File: src/rtl/lfo_param_ctrl_pkg.sv
// Shared types and constants for the LFO parameter controller and LFOgen.
package lfo_pkg;

  typedef enum logic [1:0] {
    IDLE    = 2'd0,
    WAIT_ZC = 2'd1,
    RAMP    = 2'd2
  } lfo_state_t;

  localparam int SET_W    = 4;
  localparam int SAMPLE_W = 16;

  // Named frequency codes understood by LFOgen.
  localparam logic [SET_W-1:0] FREQ_1HZ = 4'b0011;
  localparam logic [SET_W-1:0] FREQ_4HZ = 4'b1101;

  // 6 MHz system clock / 48 kHz sample rate.
  localparam int CLK_DIV_DEF    = 125;
  // About 1 ms between scale steps.
  localparam int RAMP_TICKS_DEF = 48;
  // About 100 ms before a frequency change is forced.
  localparam int ZC_TIMEOUT_DEF = 4800;

endpackage

File: src/rtl/lfo_param_ctrl_if.sv
// Request channel from the control register bank: one {freq, scale} pair per transfer.
interface lfo_param_ctrl_if;

  logic                     cfg_valid;
  logic                     cfg_ready;
  logic [lfo_pkg::SET_W-1:0] cfg_freq;
  logic [lfo_pkg::SET_W-1:0] cfg_scale;

  // Register bank side.
  modport master (
    output cfg_valid,
    output cfg_freq,
    output cfg_scale,
    input  cfg_ready
  );

  // Controller side.
  modport slave (
    input  cfg_valid,
    input  cfg_freq,
    input  cfg_scale,
    output cfg_ready
  );

endinterface

File: src/rtl/lfo_param_ctrl_tick_gen.sv
// Sample-rate strobe generator: one-cycle pulse every CLK_DIV system clocks.
module tick_gen #(
  parameter int CLK_DIV = lfo_pkg::CLK_DIV_DEF
) (
  input  logic clk,
  input  logic reset,
  output logic tick
);

  localparam int CNT_W = (CLK_DIV > 1) ? $clog2(CLK_DIV) : 1;
  localparam logic [CNT_W-1:0] CNT_LAST = CNT_W'(CLK_DIV - 1);

  logic [CNT_W-1:0] r_cnt;

  // Free-running divider counting 0..CLK_DIV-1.
  // NOTE: sequential state is only ever updated with non-blocking assignments.
  always_ff @(posedge clk) begin
    if (!reset) begin
      r_cnt <= '0;
    end else if (r_cnt == CNT_LAST) begin
      r_cnt <= '0;
    end else begin
      r_cnt <= r_cnt + CNT_W'(1);
    end
  end

  assign tick = (r_cnt == CNT_LAST);

endmodule

File: src/rtl/lfo_param_ctrl.sv
// Click-free sequencing of freq/scale changes into LFOgen: frequency switches at a
// waveform zero crossing (or on timeout), scale ramps one code per RAMP_TICKS ticks.
module lfo_param_ctrl
  import lfo_pkg::*;
#(
  parameter int CLK_DIV    = CLK_DIV_DEF,
  parameter int RAMP_TICKS = RAMP_TICKS_DEF,
  parameter int ZC_TIMEOUT = ZC_TIMEOUT_DEF
) (
  input  logic                       clk,
  input  logic                       reset,
  lfo_param_ctrl_if.slave            cfg,
  input  logic signed [SAMPLE_W-1:0] wave_in,
  output logic                       tick48k,
  output logic [SET_W-1:0]           freqSetting,
  output logic [SET_W-1:0]           scaleFactor,
  output logic                       busy
);

  localparam int ZC_W   = (ZC_TIMEOUT > 1) ? $clog2(ZC_TIMEOUT) : 1;
  localparam int RAMP_W = (RAMP_TICKS > 1) ? $clog2(RAMP_TICKS) : 1;
  localparam logic [ZC_W-1:0]   ZC_LAST   = ZC_W'(ZC_TIMEOUT - 1);
  localparam logic [RAMP_W-1:0] RAMP_LAST = RAMP_W'(RAMP_TICKS - 1);

  lfo_state_t        r_state,     w_state_nxt;
  logic [SET_W-1:0]  r_freq,      w_freq_nxt;
  logic [SET_W-1:0]  r_scale,     w_scale_nxt;
  logic [SET_W-1:0]  r_tgt_freq,  w_tgt_freq_nxt;
  logic [SET_W-1:0]  r_tgt_scale, w_tgt_scale_nxt;
  logic              r_prev_sign, w_prev_sign_nxt;
  logic [ZC_W-1:0]   r_zc_cnt,    w_zc_cnt_nxt;
  logic [RAMP_W-1:0] r_ramp_cnt,  w_ramp_cnt_nxt;
  logic              w_tick;
  logic              w_crossing;

  tick_gen #(.CLK_DIV(CLK_DIV)) u_tick_gen (
    .clk   (clk),
    .reset (reset),
    .tick  (w_tick)
  );

  // Crossing compares against the sign seen on the previous tick, before it is refreshed.
  assign w_crossing = (wave_in == '0) || (wave_in[SAMPLE_W-1] != r_prev_sign);

  // State and datapath registers; reset clears every bit of in-flight update state.
  always_ff @(posedge clk) begin
    if (!reset) begin
      r_state     <= IDLE;
      r_freq      <= '0;
      r_scale     <= '0;
      r_tgt_freq  <= '0;
      r_tgt_scale <= '0;
      r_prev_sign <= 1'b0;
      r_zc_cnt    <= '0;
      r_ramp_cnt  <= '0;
    end else begin
      r_state     <= w_state_nxt;
      r_freq      <= w_freq_nxt;
      r_scale     <= w_scale_nxt;
      r_tgt_freq  <= w_tgt_freq_nxt;
      r_tgt_scale <= w_tgt_scale_nxt;
      r_prev_sign <= w_prev_sign_nxt;
      r_zc_cnt    <= w_zc_cnt_nxt;
      r_ramp_cnt  <= w_ramp_cnt_nxt;
    end
  end

  // Next-state and next-datapath logic; WAIT_ZC and RAMP only act on tick cycles.
  always_comb begin
    // NOTE: every output of this block is defaulted first so no latch can be inferred.
    w_state_nxt     = r_state;
    w_freq_nxt      = r_freq;
    w_scale_nxt     = r_scale;
    w_tgt_freq_nxt  = r_tgt_freq;
    w_tgt_scale_nxt = r_tgt_scale;
    w_prev_sign_nxt = r_prev_sign;
    w_zc_cnt_nxt    = r_zc_cnt;
    w_ramp_cnt_nxt  = r_ramp_cnt;

    if (w_tick) begin
      w_prev_sign_nxt = wave_in[SAMPLE_W-1];
    end

    case (r_state)
      IDLE: begin
        if (cfg.cfg_valid) begin
          w_tgt_freq_nxt  = cfg.cfg_freq;
          w_tgt_scale_nxt = cfg.cfg_scale;
          if (cfg.cfg_freq != r_freq) begin
            w_state_nxt  = WAIT_ZC;
            w_zc_cnt_nxt = '0;
          end else if (cfg.cfg_scale != r_scale) begin
            w_state_nxt    = RAMP;
            w_ramp_cnt_nxt = '0;
          end
        end
      end

      WAIT_ZC: begin
        if (w_tick) begin
          if (w_crossing || (r_zc_cnt == ZC_LAST)) begin
            w_freq_nxt     = r_tgt_freq;
            w_ramp_cnt_nxt = '0;
            w_state_nxt    = RAMP;
          end else begin
            w_zc_cnt_nxt = r_zc_cnt + ZC_W'(1);
          end
        end
      end

      RAMP: begin
        if (w_tick) begin
          if (r_scale == r_tgt_scale) begin
            w_state_nxt = IDLE;
          end else if (r_ramp_cnt == RAMP_LAST) begin
            // Single step toward the target; the equality test above prevents overshoot or wrap.
            w_scale_nxt    = (r_tgt_scale > r_scale) ? r_scale + SET_W'(1)
                                                     : r_scale - SET_W'(1);
            w_ramp_cnt_nxt = '0;
          end else begin
            w_ramp_cnt_nxt = r_ramp_cnt + RAMP_W'(1);
          end
        end
      end

      default: begin
        w_state_nxt = IDLE;
      end
    endcase
  end

  assign cfg.cfg_ready = (r_state == IDLE);
  assign busy          = (r_state != IDLE);
  assign tick48k       = w_tick;
  assign freqSetting   = r_freq;
  assign scaleFactor   = r_scale;

endmodule
File: src/flat_wrapper.sv
// flat-port wrapper written by rule: the top's interface ports become plain ports
module lfo_param_ctrl_flat import lfo_pkg::*;
#(
  parameter int CLK_DIV    = CLK_DIV_DEF,
  parameter int RAMP_TICKS = RAMP_TICKS_DEF,
  parameter int ZC_TIMEOUT = ZC_TIMEOUT_DEF
)
  (clk, reset, wave_in, tick48k, freqSetting, scaleFactor, busy, cfg_cfg_valid, cfg_cfg_freq, cfg_cfg_scale, cfg_cfg_ready);
  lfo_param_ctrl_if cfg_i ();
  input  logic clk;
  input  logic reset;
  input  logic signed [SAMPLE_W-1:0] wave_in;
  output logic tick48k;
  output logic [SET_W-1:0] freqSetting;
  output logic [SET_W-1:0] scaleFactor;
  output logic busy;
  input wire logic [$bits(cfg_i.cfg_valid)-1:0] cfg_cfg_valid;
  input wire logic [$bits(cfg_i.cfg_freq)-1:0] cfg_cfg_freq;
  input wire logic [$bits(cfg_i.cfg_scale)-1:0] cfg_cfg_scale;
  output wire logic [$bits(cfg_i.cfg_ready)-1:0] cfg_cfg_ready;
  assign cfg_i.cfg_valid = cfg_cfg_valid;
  assign cfg_i.cfg_freq = cfg_cfg_freq;
  assign cfg_i.cfg_scale = cfg_cfg_scale;
  assign cfg_cfg_ready = cfg_i.cfg_ready;
  lfo_param_ctrl #(.CLK_DIV(CLK_DIV), .RAMP_TICKS(RAMP_TICKS), .ZC_TIMEOUT(ZC_TIMEOUT)) u_core (.clk(clk), .reset(reset), .cfg(cfg_i), .wave_in(wave_in), .tick48k(tick48k), .freqSetting(freqSetting), .scaleFactor(scaleFactor), .busy(busy));
endmodule
File: config.mk
export PLATFORM = sky130hd
export DESIGN_NAME = lfo_param_ctrl_flat
export DESIGN_NICKNAME = d
export VERILOG_FILES = /design/src/rtl/lfo_param_ctrl_pkg.sv /design/src/rtl/lfo_param_ctrl_if.sv /design/src/rtl/lfo_param_ctrl_tick_gen.sv /design/src/rtl/lfo_param_ctrl.sv /design/src/flat_wrapper.sv
export SDC_FILE = /design/constraint.sdc
export NUM_CORES = 1
export LEC_CHECK = 0
export CORE_ASPECT_RATIO = 1.75
export CORE_MARGIN = 2
export CORE_UTILIZATION = 55
export CTS_CLUSTER_SIZE = 10
export DETAILED_ROUTE_END_ITERATION = 6
export DONT_BUFFER_PORTS = 1
export GPL_TIMING_DRIVEN = 1
export HOLD_SLACK_MARGIN = 0.08
export PLACE_DENSITY = 0.72
export SKIP_LAST_GASP = 1
export SLEW_MARGIN = 20
export SYNTH_ARGS = -nofsm -noshare
export SYNTH_HDL_FRONTEND = slang
export SYNTH_HIERARCHICAL = 1
export SYNTH_SLANG_ARGS = --single-unit
File: constraint.sdc
create_clock -name clk -period 6.5 [get_ports clk]
set_input_delay 1.3 -clock clk [delete_from_list [all_inputs] [get_ports clk]]
set_output_delay 1.3 -clock clk [all_outputs]
set_load 0.05 [all_outputs]
==> impl_metrics.tcl, run 1 <==
set metrics [dict create \
    yosys-mux-area-fraction_pct 2.45 \
    seqPwrFrac_pct 53.8 \
    cts_tree "done" \
    share_of_the_synthesized_area_in_compound_gates_ao_oa_aoi_oai_pct 19.0 \
    holdCritStartpoint "u_core/r_zc_cnt[12]$_SDFFE_PN0P_" \
    final_critical_path_setup_slack_ns 3.49 \
    crit_path_end_kind "primary output" \
    status "completed" \
    final_layout_size_suffix_gt1_share_pct 9.69 \
    ioPinCount 38 \
    numCtsBuffers 5 \
    grt_max_degree 22 \
    hold_end "u_core/r_zc_cnt[12]$_SDFFE_PN0P_" \
    p_clk_share_pct 31.3 \
    area_growth_pct 4.24 \
    synth.avg_cell_area_um2 8.51 \
    setup_repair_after_global_routing_missed_its_margin "no" \
    layout.cells.most_common_list "sky130_fd_sc_hd__dfxtp_1 (45), sky130_fd_sc_hd__nand2_1 (37), sky130_fd_sc_hd__nor2_1 (24), sky130_fd_sc_hd__a21oi_1 (18)" \
    period_needed_ns 3.01 \
    clock_sinks 45 \
    power.net_switching_uw 153 \
    worst-path-max-fanout 6 \
    ctsResizeCount 0 \
    number_of_global_route_vias_before_repair 1921 \
    grt_antenna_before_repair 0 \
    tns_ns 0 \
    ys_seq_area_share_pct 36.8 \
    final_setup_vio_count 0 \
    route.detailed.drc 0 \
    number_of_cells_on_the_worst_reg_to_reg_path 12 \
    coreArea_um2 4360 \
    drt_wl_total_um 4850 \
    synthesis.area_um2 2450 \
    timing_max_transition_violations_final 0 \
    antennaDiodeCount 0 \
    rr_endpoint "u_core/scaleFactor[3]$_SDFFE_PN0P_" \
    clock_edge_transition_at_the_registers_on_the_reported_setup_and_hold_paths_ns 0.09 \
    met2_demand_to_capacity_share_in_global_routing_pct 38.4 \
    detailroute.via_count 2016 \
    synth_top_flop_cell "sky130_fd_sc_hd__dfxtp_1" \
    groute.layer.met3.usage_pct 4.19 \
    rrSetupSlack_ns 3.56 \
    regToRegStartpoint "u_core/scaleFactor[1]$_SDFFE_PN0P_" \
    design.final.nets 326 \
    drt_first_pass_iters 4 \
    detail_route.iter0.violations 20 \
    mostFrequentLayoutCell "sky130_fd_sc_hd__dfxtp_1" \
    synth_seq_cells 45 \
    synthesis.nets 326 \
    cts_hold_buffers 0 \
    netlist_instances 288 \
    synth.yosys.warnings 6 \
    chipWidth_um 54.5 \
    cp-start-kind "flop" \
    post_cts_buffers 0 \
    floorplan.initialDensity_pct 56.1 \
    synth_simple_gate_area_share_pct 25.5 \
    cellLeakagePower_nw 0.908 \
    path_class "reg2out" \
    postSynth.asyncResetShare_pct 0 \
    htree_num_levels 2 \
    gp_routability_congestion 0.746 \
    grt.overflow.total 0 \
    wl_per_cell_um 14.3 \
    worst-endpoint-arrival_ns 1.71 \
    gr-usage-all-layers_pct 21.8 \
    route.detailed.vias_per_inst 5.93 \
    core.rowCount 32 \
    netlist-cell-type-count 59 \
    worstPathRequired_ns 5.20 \
    p_int_uw 387 \
    timing_hold_violations_final 0 \
    post-route-period-util_pct 46.3 \
    grt_busiest_layer "met2" \
    power-per-cell-area_nw_per_um2 211 \
    post_synth_xor_area_fraction_pct 6.08 \
    cts.path.max_buffers 2 \
    die-height_um 92.3 \
    detailedPlacementHpwl_um 3650 \
    synth-adder-area-share_pct 5.92 \
    maxCapViolations 0 \
    power.share.switching_pct 28.3 \
    preCtsSetupSlack_ns 3.55 \
    class_of_the_tightest_hold_or_removal_check "reg2reg" \
    final.setup_skew_ns 0.00786 \
    worst_ir_drop_vdd_uv 145 \
    p_comb_share_pct 14.9 \
    timing.slew.headroom_pct 51.4 \
    dominant_combinational_cell_family_by_area_after_synthesis "simple AND/OR/NAND/NOR gates" \
    worst_skew_pair_latency_ns 0.30 \
    portBuffers 0 \
    antenna_left 0 \
    fp.dieArea_um2 5030 \
    worstMarginPinSlew_ns 0.729 \
    cts_root_buf "sky130_fd_sc_hd__clkbuf_8" \
    number_of_enable_type_register_cells_in_the_synthesized_netlist 0 \
    total_power_uw 540 \
    use_met1_pct 24.1 \
    grt_pass1_wl_um 8240 \
    hold_path_depth 1 \
    max_clock_freq_mhz 332 \
]
-- area by class of cell --
cell class                 instances  area [um2]
clock buffer                       5        68.8
sequential                        45         901
clock inverter                     3        17.5
timing repair buffer               1        7.51
multi-input combinational        222        1440
tap                               51        63.8
inverter                          13        51.3
fill                             424        1810
-- worst max-delay path, cell delays in order (launching register included) --
cell                      delay, ns
sky130_fd_sc_hd__dfxtp_1       0.37
sky130_fd_sc_hd__inv_1         0.08
sky130_fd_sc_hd__ha_1          0.19
sky130_fd_sc_hd__nand3_1       0.12
sky130_fd_sc_hd__nor2_1        0.36
sky130_fd_sc_hd__buf_4         0.30
-- cells in the mapped netlist (all sizes together), types with 2 or more instances --
cell / n / share of area [%]
o31ai: 3 / 0.92
dfxtp: 45 / 37
inv: 13 / 2.1
and4: 2 / 0.72
nand2: 39 / 6.4
o21ai: 22 / 5.0
nor4: 5 / 1.5
a21oi: 19 / 4.0
o211a: 2 / 1.4
a21boi: 3 / 0.92
and2: 3 / 0.87
mux2i: 6 / 2.5
a31oi: 2 / 0.51
nand4: 7 / 2.0
o211ai: 5 / 1.5
xor2: 7 / 2.5
buf: 5 / 1.7
a211oi: 2 / 0.82
a21o: 2 / 0.61
nor3b: 3 / 0.92
nand3: 13 / 2.9
nor2b: 4 / 1.0
or2: 2 / 0.61
nor3: 4 / 1.0
ha: 10 / 5.1
and3: 6 / 1.5
o22ai: 3 / 0.77
clkbuf: 3 / 0.46
nor2: 24 / 3.7
xnor2: 10 / 3.6
-- how the worst max path moves through the flow --
| stage | slack [ns] | startpoint | cells past startpoint | end |
|---|---|---|---|---|
| 2_1_floorplan | 3.69 | u_core/u_tick_gen/r_cnt[0]$_SDFF_PP0_ | 4 | tick48k |
| 3_3_place_gp | 3.63 | u_core/scaleFactor[1]$_SDFFE_PN0P_ | 12 | u_core/scaleFactor[3]$_SDFFE_PN0P_ |
| 3_5_place_dp | 3.55 | u_core/scaleFactor[1]$_SDFFE_PN0P_ | 12 | u_core/scaleFactor[3]$_SDFFE_PN0P_ |
| 4_1_cts | 3.45 | u_core/u_tick_gen/r_cnt[0]$_SDFF_PP0_ | 5 | tick48k |
| 5_1_grt | 3.32 | u_core/scaleFactor[3]$_SDFFE_PN0P_ | 11 | u_core/scaleFactor[3]$_SDFFE_PN0P_ |
| 6_report | 3.49 | u_core/u_tick_gen/r_cnt[0]$_SDFF_PP0_ | 5 | tick48k |
-- registers in the layout, indices dropped and copies added (netlist names) --
register and cells:
u_core/r_ramp_cnt 6, u_core/scaleFactor 4, u_core/r_tgt_freq 4, u_core/r_zc_cnt 13, u_core/r_state 2, u_core/r_prev_sign 1
u_core/r_tgt_scale 4, u_core/freqSetting 4, u_core/u_tick_gen/r_cnt 7
-- metrics by stage --
| stage | instance area, um2 | utilization, % | hold slack, ns | cells |
|---|---|---|---|---|
| after floorplan | 2450 | - | 0.422 | 288 |
| after global placement | 2470 | 56.5 | 0.442 | 332 |
| after detailed placement | 2470 | 56.5 | 0.446 | 332 |
| after CTS | 2550 | 58.5 | 0.457 | 340 |
| after global routing | 2550 | 58.5 | 0.481 | 340 |
| final | 2550 | 58.5 | 0.452 | 340 |
-- routing by layer --
metal	up-vias	share of wire, %
li1	1028	-
met1	957	41
met2	23	54
met3	8	3.1
met4	0	2.2
met5	-	0
-- power by group through the flow --
stage / Sequential (mW) / Combinational [mW] / Clock (mW)
4_1_cts: 0.290 / 0.0810 / 0.173
5_1_grt: 0.292 / 0.0907 / 0.182
3_3_place_gp: 0.297 / 0.0797 / 0
2_1_floorplan: 0.294 / 0.0745 / 0
3_5_place_dp: 0.297 / 0.0808 / 0
6_report: 0.290 / 0.0803 / 0.169
-- kinds of logic after synthesis --
logic type	count (synthesis)
xor gates and xnor gates	17
AOI/OAI and AO/OA	69
and+or+nand+nor	119
DFF	45
buffers and inverters	21
adders and majority gates	11
muxes	6
Note: power is estimated with default switching activity, not from simulation.
==> run 2, diff against run 1 <==
==> constraint.sdc (replaced) <==
create_clock -name clk -period 2.8 [get_ports clk]
set_input_delay 0.56 -clock clk [delete_from_list [all_inputs] [get_ports clk]]
set_output_delay 0.56 -clock clk [all_outputs]
set_load 0.05 [all_outputs]
==> run 2 against run 1 <==
Die area is the same. Worst setup slack lost 3.1 ns. Sequential power grew 130%. Via count grew 2.3%. Utilization grew 1.2 points. Wire length grew 2.6%. First-iteration DRC count grew 130%. Clock-buffer cell count grew 3. Largest power group unchanged.
==> impl_metrics.tcl, run 2 (synthesized netlist as in run 1, its figures left out) <==
set metrics [dict create \
    ioPinCount 38 \
    max_ffs_per_register 13 \
    core.rowCount 32 \
    maxCapViolations 0 \
    grt.overflow.total 0 \
    gr-usage-all-layers_pct 23.0 \
    cts.path.max_buffers 2 \
    critical-path-slowest-cell "sky130_fd_sc_hd__dfxtp_1" \
    chipWidth_um 54.5 \
    rrSetupSlack_ns 0.35 \
    placed_cells 340 \
    total_power_mw 1.24 \
    gp_routability_congestion 0.751 \
    reg.largest.list "u_core/r_zc_cnt: 13 flops, u_core/u_tick_gen/r_cnt: 7 flops, u_core/r_ramp_cnt: 6 flops" \
    post-route-period-util_pct 87.6 \
    cts_tree "done" \
    final.setup_skew_ns 0.00466 \
    p_clk_share_pct 30.5 \
    worstMarginPinSlew_ns 0.719 \
    setup_repair_after_global_routing_missed_its_margin "no" \
    registers.top_by_ff_count "u_core/r_zc_cnt" \
    path_class "reg2reg" \
    tns_ns 0 \
    antennaDiodeCount 0 \
    route.detailed.drc 0 \
    period_needed_ns 2.45 \
    cp-start-kind "flop" \
    timing.slew.headroom_pct 52.0 \
    grt_antenna_before_repair 0 \
    design.final.nets 334 \
    worst-endpoint-arrival_ns 2.63 \
    worst_skew_pair_latency_ns 0.29 \
    number_of_global_route_vias_before_repair 2068 \
    route.detailed.vias_per_inst 5.93 \
    seqPwrFrac_pct 54.3 \
    max_clock_freq_mhz 408 \
    worstPathCellList "inv_1 -> ha_1 -> nand4_1 -> a21boi_0 -> inv_1 -> ha_1 -> a21o_1 -> a21oi_1 -> xnor2_1 -> o211ai_1 -> o31ai_1" \
    final_cell_count_no_fill 348 \
    worstPathRequired_ns 2.98 \
    fp.dieArea_um2 5030 \
    final_setup_vio_count 0 \
    p_int_uw 903 \
    power-per-cell-area_nw_per_um2 477 \
    timing_hold_violations_final 0 \
    power.net_switching_uw 340 \
    clock_sinks 45 \
    layout.cells.most_common_list "sky130_fd_sc_hd__dfxtp_1 (45), sky130_fd_sc_hd__nand2_1 (37), sky130_fd_sc_hd__nor2_1 (24), sky130_fd_sc_hd__a21oi_1 (18)" \
    detail_route.iter0.violations 45 \
    drt_wl_total_um 4970 \
    timing_max_transition_violations_final 0 \
    final_layout_size_suffix_gt1_share_pct 11.1 \
    power.share.switching_pct 27.4 \
    antenna_left 0 \
    timing.critical_path.slowest_cell_delay_ns 0.33 \
    cellLeakagePower_nw 0.947 \
    floorplan.initialDensity_pct 56.1 \
    post_cts_buffers 0 \
    ctsResizeCount 0 \
    class_of_the_tightest_hold_or_removal_check "in2reg" \
    p_comb_share_pct 15.3 \
    portBuffers 0 \
    grt_pass1_wl_um 8800 \
    clock_edge_transition_at_the_registers_on_the_reported_setup_and_hold_paths_ns 0.08 \
    worst_ir_drop_vdd_uv 315 \
    detailedPlacementHpwl_um 3780 \
    wl_per_cell_um 14.3 \
    mostFrequentLayoutCell "sky130_fd_sc_hd__dfxtp_1" \
    drt_first_pass_iters 4 \
    crit_path_end_kind "flop" \
    status "completed" \
    grt_max_degree 22 \
    numCtsBuffers 5 \
    area_growth_pct 6.44 \
    cts_hold_buffers 0 \
    utilization_pct 59.7 \
    cts_root_buf "sky130_fd_sc_hd__clkbuf_8" \
    htree_num_levels 2 \
    coreArea_um2 4360 \
    die-height_um 92.3 \
    worst-path-max-fanout 4 \
    detailroute.via_count 2063 \
]
## run 2: changes by cell type in the layout (fill, tap and decap cells not counted), sizes merged
cell,delta
clkbuf,+3
clkinvlp,-1
clkinv,-2
buf,+8
## run 2: per-layer routing
metal | part of all wire (%) | wire length, um | GRT usage (%)
met3 | 3.6 | 178 | 4.68
met2 | 54 | 2710 | 39.8
met1 | 39 | 1960 | 26.3
met4 | 2.4 | 121 | 8.75
met5 | 0 | 0 | 0
## run 2: metrics by stage
stage	hold slack [ns]	cell area [um2]	worst slack (ns)
2_1_floorplan	0.422	2450	0.0755
3_3_place_gp	0.443	2530	0.431
3_5_place_dp	0.449	2530	0.367
4_1_cts	0.392	2610	0.348
5_1_grt	0.391	2610	0.103
6_report	0.398	2610	0.347
## run 2: area by class of cell
type	count	area (um2)
inverters	13	51.3
repair buffers	9	67.6
multi-input cells	222	1440
fillers	428	1760
clock buffers	8	80.1
flip-flops and latches	45	901
well taps	51	63.8
## run 2: worst max-delay path: cells and delay by family, from the launching register on
kind	cells	cell delay (ns)
buffers and inverters	2	0.21
xor gates and xnor gates	1	0.10
DFF	1	0.33
and+or+nand+nor	1	0.17
adders and majority gates	2	0.61
AOI/OAI and AO/OA	5	0.93
## run 2: worst paths after layout
check,startpoint,depth (start not counted),endpoint
max reg2reg,u_core/scaleFactor[3]$_SDFFE_PN0P_,11,u_core/scaleFactor[3]$_SDFFE_PN0P_
max,u_core/scaleFactor[3]$_SDFFE_PN0P_,11,u_core/scaleFactor[3]$_SDFFE_PN0P_
min,cfg_cfg_freq[0],2,u_core/r_tgt_freq[0]$_SDFFE_PN0P_
min reg2reg,u_core/r_tgt_freq[1]$_SDFFE_PN0P_,2,u_core/r_tgt_freq[1]$_SDFFE_PN0P_
## run 2: power by group through the flow
| stage | sequential, mW | combinational, mW | clock (mW) |
|---|---|---|---|
| after floorplan | 0.682 | 0.173 | 0 |
| after global placement | 0.688 | 0.186 | 0 |
| after detailed placement | 0.690 | 0.189 | 0 |
| after CTS | 0.674 | 0.191 | 0.392 |
| after global routing | 0.678 | 0.212 | 0.413 |
| final | 0.675 | 0.190 | 0.379 |
==> run 3, diff against run 2 <==
==> constraint.sdc (replaced) <==
create_clock -name clk -period 2.5 [get_ports clk]
set_input_delay 0.5 -clock clk [delete_from_list [all_inputs] [get_ports clk]]
set_output_delay 0.5 -clock clk [all_outputs]
set_load 0.05 [all_outputs]
==> run 3 against run 2 <==
Global-route usage decreased by 0.37 points. Largest power group unchanged. Critical path depth unchanged. Via count decreased by 1.9%. Worst setup slack got worse by 0.16 ns. Worst hold slack got worse by 0.060 ns. Wire length increased by 0.68%. Largest cell class unchanged. Clock power increased by 50%. Die area unchanged.
==> impl_metrics.tcl, run 3 (synthesized netlist as in run 1, its figures left out) <==
set metrics [dict create \
    htree_num_levels 2 \
    drt-met1-wl_um 1950 \
    grt_max_degree 22 \
    met3_wirelength_um 135 \
    worst-endpoint-arrival_ns 2.48 \
    final_cell_count_no_fill 349 \
    timing_max_transition_violations_final 0 \
    detail_route.iter0.violations 37 \
    grt_antenna_before_repair 0 \
    cp-startpoint "u_core/scaleFactor[3]$_SDFFE_PN0P_" \
    core.rowCount 32 \
    portBuffers 0 \
    crit_path_end_kind "flop" \
    antenna_left 0 \
    crit_end "u_core/scaleFactor[3]$_SDFFE_PN0P_" \
    number_of_global_route_vias_before_repair 2027 \
    ctsResizeCount 0 \
    area_growth_pct 8.68 \
    floorplan.initialDensity_pct 56.1 \
    dr.max_layer_used "met4" \
    antennaDiodeCount 0 \
    final_hold_slack_ns 0.338 \
    path_class "reg2reg" \
    class_of_the_tightest_hold_or_removal_check "in2reg" \
    timing.slew.headroom_pct 53.7 \
    gr-usage-all-layers_pct 22.6 \
    placed_cells 341 \
    post-route-period-util_pct 92.4 \
    number_of_cells_on_the_worst_reg_to_reg_path 11 \
    worstMarginPinSlew_ns 0.693 \
    cts_root_buf "sky130_fd_sc_hd__clkbuf_8" \
    critical-path-slowest-cell "sky130_fd_sc_hd__dfxtp_2" \
    post_cts_buffers 0 \
    met2_wirelength_um 2880 \
    drt_first_pass_iters 5 \
    cts.path.max_buffers 2 \
    chipWidth_um 54.5 \
    die-height_um 92.3 \
    grt_pass1_wl_um 8590 \
    setup_repair_after_global_routing_missed_its_margin "no" \
    grt.overflow.total 0 \
    cp-start-kind "flop" \
    ioPinCount 38 \
    drt_wl_total_um 5010 \
    final.setup_skew_ns 0.00815 \
    worst-path-max-fanout 4 \
    clock_sinks 45 \
    timing.critical_path.slowest_cell_delay_ns 0.34 \
    preCtsSetupSlack_ns 0.148 \
    rrSetupSlack_ns 0.19 \
    utilization_pct 61.0 \
    cellLeakagePower_nw 0.973 \
    coreArea_um2 4360 \
    clock_edge_transition_at_the_registers_on_the_reported_setup_and_hold_paths_ns 0.08 \
    final_setup_vio_count 0 \
    final_layout_size_suffix_gt1_share_pct 14.1 \
    power-per-cell-area_nw_per_um2 579 \
    detailroute.via_count 2023 \
    cts_tree "done" \
    reg.largest.list "u_core/r_zc_cnt: 13 flops, u_core/u_tick_gen/r_cnt: 7 flops, u_core/r_ramp_cnt: 6 flops" \
    maxCapViolations 0 \
    route.detailed.vias_per_inst 5.80 \
    gp_routability_congestion 0.804 \
    tns_ns 0 \
    layout.cells.most_common_list "sky130_fd_sc_hd__dfxtp_1 (41), sky130_fd_sc_hd__nand2_1 (37), sky130_fd_sc_hd__nor2_1 (23), sky130_fd_sc_hd__a21oi_1 (18)" \
    cts_hold_buffers 0 \
    mostFrequentLayoutCell "sky130_fd_sc_hd__dfxtp_1" \
    post_route_cell_area_um2 2660 \
    numCtsBuffers 5 \
    worstPathCellList "inv_1 -> ha_1 -> nand4_1 -> a21boi_1 -> inv_1 -> ha_1 -> a21o_1 -> a21oi_1 -> xnor2_1 -> o211ai_1 -> o31ai_1" \
    worst_ir_drop_vdd_uv 462 \
    wl_per_cell_um 14.3 \
    worstPathRequired_ns 2.67 \
    place_area_um2 2540 \
    total_power_mw 1.54 \
    period_needed_ns 2.31 \
    regToRegStartpoint "u_core/scaleFactor[3]$_SDFFE_PN0P_" \
    route.detailed.drc 0 \
    final_critical_path_setup_slack_ns 0.190 \
    status "completed" \
    max_ffs_per_register 13 \
    timing_hold_violations_final 0 \
    worst_skew_pair_latency_ns 0.29 \
    fp.dieArea_um2 5030 \
    detailedPlacementHpwl_um 3790 \
    registers.top_by_ff_count "u_core/r_zc_cnt" \
    design.final.nets 335 \
    max_clock_freq_mhz 433 \
    rr_endpoint "u_core/scaleFactor[3]$_SDFFE_PN0P_" \
]
run 3: power by group:
part | internal (mW) | switching, mW
Clock | 0.325 | 0.243
Combinational | 0.0827 | 0.136
Sequential | 0.735 | 0.0203
run 3: worst min path at each step:
| stage | startpoint | endpoint | slack, ns | depth (start not counted) |
|---|---|---|---|---|
| 3_5_place_dp | u_core/r_zc_cnt[12]$_SDFFE_PN0P_ | u_core/r_zc_cnt[12]$_SDFFE_PN0P_ | 0.45 | 1 |
| 2_1_floorplan | u_core/r_zc_cnt[12]$_SDFFE_PN0P_ | u_core/r_zc_cnt[12]$_SDFFE_PN0P_ | 0.42 | 1 |
| 4_1_cts | cfg_cfg_scale[3] | u_core/r_tgt_scale[3]$_SDFFE_PN0P_ | 0.33 | 2 |
| 5_1_grt | cfg_cfg_scale[3] | u_core/r_tgt_scale[3]$_SDFFE_PN0P_ | 0.33 | 2 |
| 6_report | cfg_cfg_freq[3] | u_core/r_tgt_freq[3]$_SDFFE_PN0P_ | 0.34 | 2 |
| 3_3_place_gp | u_core/r_zc_cnt[12]$_SDFFE_PN0P_ | u_core/r_zc_cnt[12]$_SDFFE_PN0P_ | 0.44 | 1 |
run 3: layout make-up:
| type | count | area [um2] |
|---|---|---|
| Sequential cell | 45 | 906 |
| Clock buffer | 6 | 82.6 |
| Tap cell | 51 | 63.8 |
| Timing Repair Buffer | 10 | 75.1 |
| Inverter | 13 | 51.3 |
| Fill cell | 414 | 1700 |
| Multi-Input combinational cell | 222 | 1450 |
| Clock inverter | 2 | 37.5 |
run 3: per-layer routing:
metal  GRT usage, %  up-vias
li1               -     1039
met1           24.7      958
met2           41.1       22
met3           4.68        4
met4           6.88        0
met5              0        -
run 3: worst max-delay path: cells and delay by family (launching register included):
kind | cells | cell delay [ns]
compound gates | 5 | 0.81
fa+ha+maj | 2 | 0.60
flops | 1 | 0.34
simple gates | 1 | 0.17
buf+inv | 2 | 0.17
xor+xnor | 1 | 0.10
